===== src/rtl/fu_matrix_ldst.sv =====
// Matrix load/store functional unit: latches one issued op, hands it to the scratchpad over a
// valid/ready handshake, waits for completion and pulses done. Supports flush and a timeout flag.
module fu_matrix_ldst #(
    parameter int unsigned WORD_W  = 32,
    parameter int unsigned MAT_W   = 4,
    parameter int unsigned IMM_W   = 11,
    parameter int unsigned TMO_CYC = 1024
) (
    input  logic              CLK,
    input  logic              nRST,
    input  logic              en,
    input  logic              mem_type,
    input  logic [MAT_W-1:0]  rd,
    input  logic [WORD_W-1:0] rdat1,
    input  logic [WORD_W-1:0] rdat2,
    input  logic [IMM_W-1:0]  imm,
    input  logic              flush,
    input  logic              sp_ready,
    input  logic              sp_done,
    output logic              busy,
    output logic              done,
    output logic              req_valid,
    output logic [1:0]        ls_out,
    output logic [MAT_W-1:0]  rd_out,
    output logic [IMM_W-1:0]  imm_out,
    output logic [WORD_W-1:0] address,
    output logic [WORD_W-1:0] stride_out,
    output logic              err
);

    typedef enum logic [1:0] {StIdle, StReq, StWait, StDone} state_e;

    localparam logic [WORD_W-1:0] TmoLast = WORD_W'(TMO_CYC - 1);
    localparam logic [WORD_W-1:0] TmoMax  = WORD_W'(TMO_CYC);
    localparam logic [WORD_W-1:0] CntOne  = {{(WORD_W-1){1'b0}}, 1'b1};

    state_e            state_q, state_d;
    logic              mem_type_q, mem_type_d;
    logic [MAT_W-1:0]  rd_q, rd_d;
    logic [WORD_W-1:0] addr_q, addr_d;
    logic [WORD_W-1:0] stride_q, stride_d;
    logic [IMM_W-1:0]  imm_q, imm_d;
    logic [WORD_W-1:0] cnt_q, cnt_d;
    logic              err_q, err_d;
    logic              squash_q, squash_d;
    logic              latch;

    always_comb begin
        state_d  = state_q;
        cnt_d    = cnt_q;
        err_d    = err_q;
        squash_d = squash_q;
        latch    = 1'b0;
        unique case (state_q)
            StIdle: begin
                squash_d = 1'b0;
                if (en) begin
                    latch   = 1'b1;
                    state_d = StReq;
                end
            end
            StReq: begin
                if (flush) begin
                    state_d = StIdle;
                end else if (sp_ready) begin
                    state_d = StWait;
                    cnt_d   = '0;
                end
            end
            StWait: begin
                if (cnt_q != TmoMax) begin
                    cnt_d = cnt_q + CntOne;
                end
                if (cnt_q >= TmoLast) begin
                    err_d = 1'b1;
                end
                if (flush) begin
                    squash_d = 1'b1;
                end
                // A squashed op still has to drain at the scratchpad, but reports no completion.
                if (sp_done) begin
                    state_d = (squash_q || flush) ? StIdle : StDone;
                end
            end
            StDone: begin
                state_d = StIdle;
            end
            default: begin
                state_d = StIdle;
            end
        endcase
    end

    always_comb begin
        mem_type_d = mem_type_q;
        rd_d       = rd_q;
        addr_d     = addr_q;
        stride_d   = stride_q;
        imm_d      = imm_q;
        if (latch) begin
            mem_type_d = mem_type;
            rd_d       = rd;
            addr_d     = rdat1;
            stride_d   = rdat2;
            imm_d      = imm;
        end
    end

    always_ff @(posedge CLK or negedge nRST) begin
        if (!nRST) begin
            state_q    <= StIdle;
            mem_type_q <= 1'b0;
            rd_q       <= '0;
            addr_q     <= '0;
            stride_q   <= '0;
            imm_q      <= '0;
            cnt_q      <= '0;
            err_q      <= 1'b0;
            squash_q   <= 1'b0;
        end else begin
            state_q    <= state_d;
            mem_type_q <= mem_type_d;
            rd_q       <= rd_d;
            addr_q     <= addr_d;
            stride_q   <= stride_d;
            imm_q      <= imm_d;
            cnt_q      <= cnt_d;
            err_q      <= err_d;
            squash_q   <= squash_d;
        end
    end

    // Outputs decode only flopped state, so nothing combinational reaches them from inputs.
    assign busy       = (state_q != StIdle);
    assign done       = (state_q == StDone);
    assign req_valid  = (state_q == StReq);
    assign ls_out     = (state_q == StIdle) ? 2'b00 : (mem_type_q ? 2'b10 : 2'b01);
    assign rd_out     = rd_q;
    assign imm_out    = imm_q;
    assign address    = addr_q;
    assign stride_out = stride_q;
    assign err        = err_q;

endmodule


===== config.mk =====
export PLATFORM = sky130hd
export DESIGN_NAME = fu_matrix_ldst
export DESIGN_NICKNAME = d
export VERILOG_FILES = /design/src/rtl/fu_matrix_ldst.sv
export SDC_FILE = /design/constraint.sdc
export NUM_CORES = 1
export LEC_CHECK = 0
export ABC_AREA = 1
export CORE_UTILIZATION = 50
export DETAILED_ROUTE_END_ITERATION = 10
export PLACE_DENSITY = 0.84
export SYNTH_ARGS = -nofsm -noshare
export SYNTH_HDL_FRONTEND = slang
export SYNTH_SLANG_ARGS = --single-unit

===== constraint.sdc =====
create_clock -name CLK -period 4.7 [get_ports CLK]
set_input_delay 0.705 -clock CLK [delete_from_list [all_inputs] [get_ports CLK]]
set_output_delay 0.705 -clock CLK [all_outputs]
set_load 0.02 [all_outputs]

; Word-level counts from Yosys, hierarchy flattened
; Cells that the tools add are included.
[totals]
regBits = 116
output_inout_bits = 85
wordCells = 47
[op_classes]
addsub = 1
order_cmp = 1
eq_ne = 11
n_mux = 16
reduce_logical = 9
[ops]
columns = op, n
row1 = 32-bit two-way mux, 3
row2 = 32-bit one-hot mux with 2 select lines, 1
row3 = "32-bit by 1-bit adder with 32-bit output, second input constant", 1
row4 = "32-bit by 10-bit >= comparator with 1-bit output, second input constant", 1
row5 = "32-bit by 11-bit inequality test with 1-bit output, second input constant", 1
row6 = 2-bit two-way mux, 7
row7 = "2-bit inequality test, second input constant", 6
row8 = 2-bit one-hot mux with 4 select lines, 1
row9 = 2-bit nonzero test, 3
row10 = "2-bit == test, second input constant", 2
row11 = 2-bit AND reduction, 2
row12 = 4-bit AND reduction, 1
row13 = 1-bit two-way mux, 3
row14 = "3-bit inequality test, second input constant", 1
row15 = 3-bit AND reduction, 1
row16 = "2-bit by 1-bit == test with 1-bit output, second input constant", 1
row17 = 2-bit logical NOT, 1
row18 = 1-bit one-hot mux with 2 select lines, 1
row19 = 1-bit logical OR, 1

; Logic depth before layout (Yosys ltp)
[depth]
depth_word = 4
depth_mapped = 10
depth_no_buf = 10

; Worst setup path after synthesis
; OpenSTA, ideal clock, no wires.
[synth_path]
path_kind = register -> output
start = register state_q[1]
end = output ls_out[0]
arrival_time_ps = 792
path_slack_ps = 3203
path_stages_with_launch = 3
path_buffers = 0
cell_sequence = dfrtp_1 -> nor2_4 -> nor2_1
[synth_between]
elab_chain_cells = 2
[synth_lines]
columns = element, line
row1 = start: declaration, 37  ; state_e state_q, state_d;
row2 = start signal: assignment, 111  ; state_q <= StIdle;
row3 = start signal: assignment, 121  ; state_q <= state_d;
row4 = 2-bit logical NOT, 137  ; assign ls_out = (state_q == StIdle) ? 2'b00 : (mem_type_q ? 2'b10 : 2'b01);
row5 = 2-bit two-way mux, 137
row6 = end: declaration, 23  ; output logic [1:0] ls_out,
; No other way between the ends.

; Final worst setup path
[layout_path]
start = register state_q[1]
end = output busy
[layout_between]
elab_chain_cells = 1
[layout_lines]
columns = element, line
row1 = 2-bit nonzero test, 134  ; assign busy = (state_q != StIdle);
row2 = end: declaration, 20  ; output logic busy,
; No other way between the ends.

==> metrics.cfg <==
[outcome]
status = completed

[routing]
ant_nets = 0
drtPass1Iterations = 5
routed_wl_um = 16200
drc_errors = 0
vias = 4870
drt_iter0_drc = 404
viasPerCell = 5.25
wl_per_cell_um = 17.4

[grt]
track_usage = 0.292
grt_max_degree = 82
grt_pass1_vias = 4932
grt_pass1_wl_um = 25400
overflow = 0
antenna_found_initial = 0

[cts]
clk_latency_ns = 0.41
tritoncts = done
clock_sinks = 116
cts_made_buffers = 17
htreeDepth = 4
clk_pin_slew_ns = 0.06
ctsHoldBuffers = 0
cts_setup_buffers = 0
clockRootBuffer = clkbuf_16
ctsResizeCount = 0
clock_path_buffers = 2

[pwr]
p_clk_frac = 0.244
power_density_nw_per_um2 = 688
p_seq_frac = 0.327
ir_worst_vdd_mv = 0.463
p_int_mw = 3.44
power_leakage_nw = 3.51
swShare = 0.375
p_sw_mw = 2.06
combPwrFrac = 0.429

[worst_hold_path]
hold_class = in2async

[floorplan]
core_um2 = 10900
io_pins = 171
num_rows = 38
die_w_um = 108
die-height_um = 108
die_area_um2 = 11700
initial_utilization = 0.517

[setup_path]
r2r-start = state_q[0]$_DFFE_PN0P_
critPathBufInv = 2
crit_required_ns = 3.99
cp_data_arrival_time_ns = 1.77
endpoint_kind = output pin
critPathMaxFanout = 6
startpoint = state_q[1]$_DFFE_PN0P_
critPathSlowestCell = clkdlybuf4s50_1
critical_path.cell_chain = nor2_4 > inv_1 > clkdlybuf4s50_1
start_kind = flip-flop
path_delay_family = buffers and inverters
path_class = reg2out
slowest_delay_ns = 0.55

[synthesis]
synth_edf_count = 0
yosysSeqAreaShare = 0.513
synthesis.nets = 688
ys_types = 25
yosysWarnings = 0
avgSynthCellArea_um2 = 9.43
netlist_area_um2 = 5660
syn_inst = 600
synthArstFlopShare = 1.00
dominantRegCellSynth = dfrtp_1
ys_seq_elements = 116

[layout]
area_growth_pct = 41.5
antenna_cells = 0
drive_gt1_frac = 0.0737
nets = 862
fill_cells = 782

[timing]
setup_viol = 0
tightestPinTransition_ns = 1.05
hold_viol = 0
hold_ws_ns = 0.0802
relSlewSlack = 0.299
rsz0062_at_grt = false
skew_ns = 0.00487
period_share = 0.527
min_period_ns = 2.48
finalSetupTns_ns = 0
fmax_mhz = 404
final_max_slew_viol_count = 0

[placed_design]
port_buffers = 170
gp_congestion = 0.933
hpwl_um = 11500

[flow_run]
cap_violations = 0

per-stage QoR:
| step | cells | power, mW | instance area [um^2] | setup WS [ns] | utilization |
|---|---|---|---|---|---|
| floorplan | 600 | 3.08 | 5660 | 3.20 | - |
| global placement | 895 | 4.06 | 7380 | 2.20 | 0.675 |
| detailed placement | 895 | 4.16 | 7380 | 2.13 | 0.675 |
| CTS | 927 | 5.54 | 8000 | 2.23 | 0.732 |
| global route | 927 | 5.79 | 8000 | 2.02 | 0.732 |
| finish | 927 | 5.50 | 8000 | 2.22 | 0.732 |
power by group through the flow:
| stage | clock [mW] | sequential [mW] | combinational, mW |
|---|---|---|---|
| floorplan | 0 | 2.18 | 0.905 |
| global placement | 0 | 1.76 | 2.30 |
| detailed placement | 0 | 1.80 | 2.36 |
| CTS | 1.36 | 1.80 | 2.39 |
| global route | 1.41 | 1.86 | 2.52 |
| finish | 1.34 | 1.80 | 2.36 |
cell type report:
class	instances	area, um^2	share of cell area
clock buffers	21	470	0.0588
clock inverters	11	150	0.0188
inverters	46	173	0.0216
multi-input cells	421	2410	0.302
flip-flops and latches	116	2900	0.363
well taps	140	175	0.0219
repair buffers	172	1710	0.214
layout by cell type (no fill, tap or decap), types with 5 or more instances in the layout:
cell,n
clkinvlp_4,5
clkbuf_16,17
inv_1,43
mux2_1,78
dfrtp_1,116
clkdlybuf4s50_1,169
nand3_2,10
nor2_1,68
nand2_1,167
nand3_1,66
o21ai_0,11
kinds of logic after synthesis:
family / after synthesis / synth area share
buffers and inverters: 63 / 0.0597
adder cells (fa/ha/maj): 2 / 0.00442
AND/OR/NAND/NOR: 326 / 0.252
AO/OA/AOI/OAI: 14 / 0.0128
flip-flops: 116 / 0.513
multiplexers: 79 / 0.157
worst register-to-register path, stage by stage, from the launching register on:
cell     delay [ns]
dfrtp_1        0.43
inv_1          0.15
nand2_2        0.12
inv_1          0.78
nand2_4        0.49
nand2_1        0.29
nand2_1        0.09
nand2_1        0.06
per-layer routing:
layer  GRT usage  vias to the layer above  share of wire  wire (um)
met4       0.130                        0          0.038        607
li1            -                     2294              -          -
met5           0                        -              0          0
met1       0.322                     2361           0.38       6120
met3      0.0814                       39          0.064       1030
met2       0.521                      176           0.52       8400
cell usage after synthesis, types with 2 or more instances:
library cell	count	share of area
nand2_1	167	0.11
dfrtp_1	116	0.51
mux2_1	78	0.16
nor2_1	68	0.045
nand3_1	66	0.058
inv_1	43	0.029
o21ai_0	11	0.0097
buf_6	10	0.020
nand3_2	10	0.018
buf_2	3	0.0027
buf_4	3	0.0040
inv_2	3	0.0020
nor2_2	3	0.0033
a21oi_1	2	0.0018
ha_1	2	0.0044
nand2_2	2	0.0022
nand2_4	2	0.0040
nand4_1	2	0.0022
nor2_4	2	0.0040
nor3b_1	2	0.0027
path summary, 6_finish.rpt:
| check | to | depth (start not counted) | slack [ns] |
|---|---|---|---|
| min in group CLK | err$_DFFE_PN0P_ | 2 | 0.47 |
| max in group asynchronous | cnt_q[6]$_DFFE_PN0P_ | 2 | 3.68 |
| worst min-delay path | rd_out[3]$_DFFE_PN0P_ | 1 | 0.08 |
| worst max-delay path | busy | 3 | 2.22 |
| worst min register to register | err$_DFFE_PN0P_ | 2 | 0.47 |
| worst max register to register | cnt_q[2]$_DFFE_PN0P_ | 7 | 2.23 |
registers in the layout, indices dropped and copies added, names as in the netlist:
register / cells
squash_q: 1
err: 1
rd_out: 4
stride_out: 32
cnt_q: 32
imm_out: 11
state_q: 2
address: 32
mem_type_q: 1
Power figures use the tool's default switching activity.
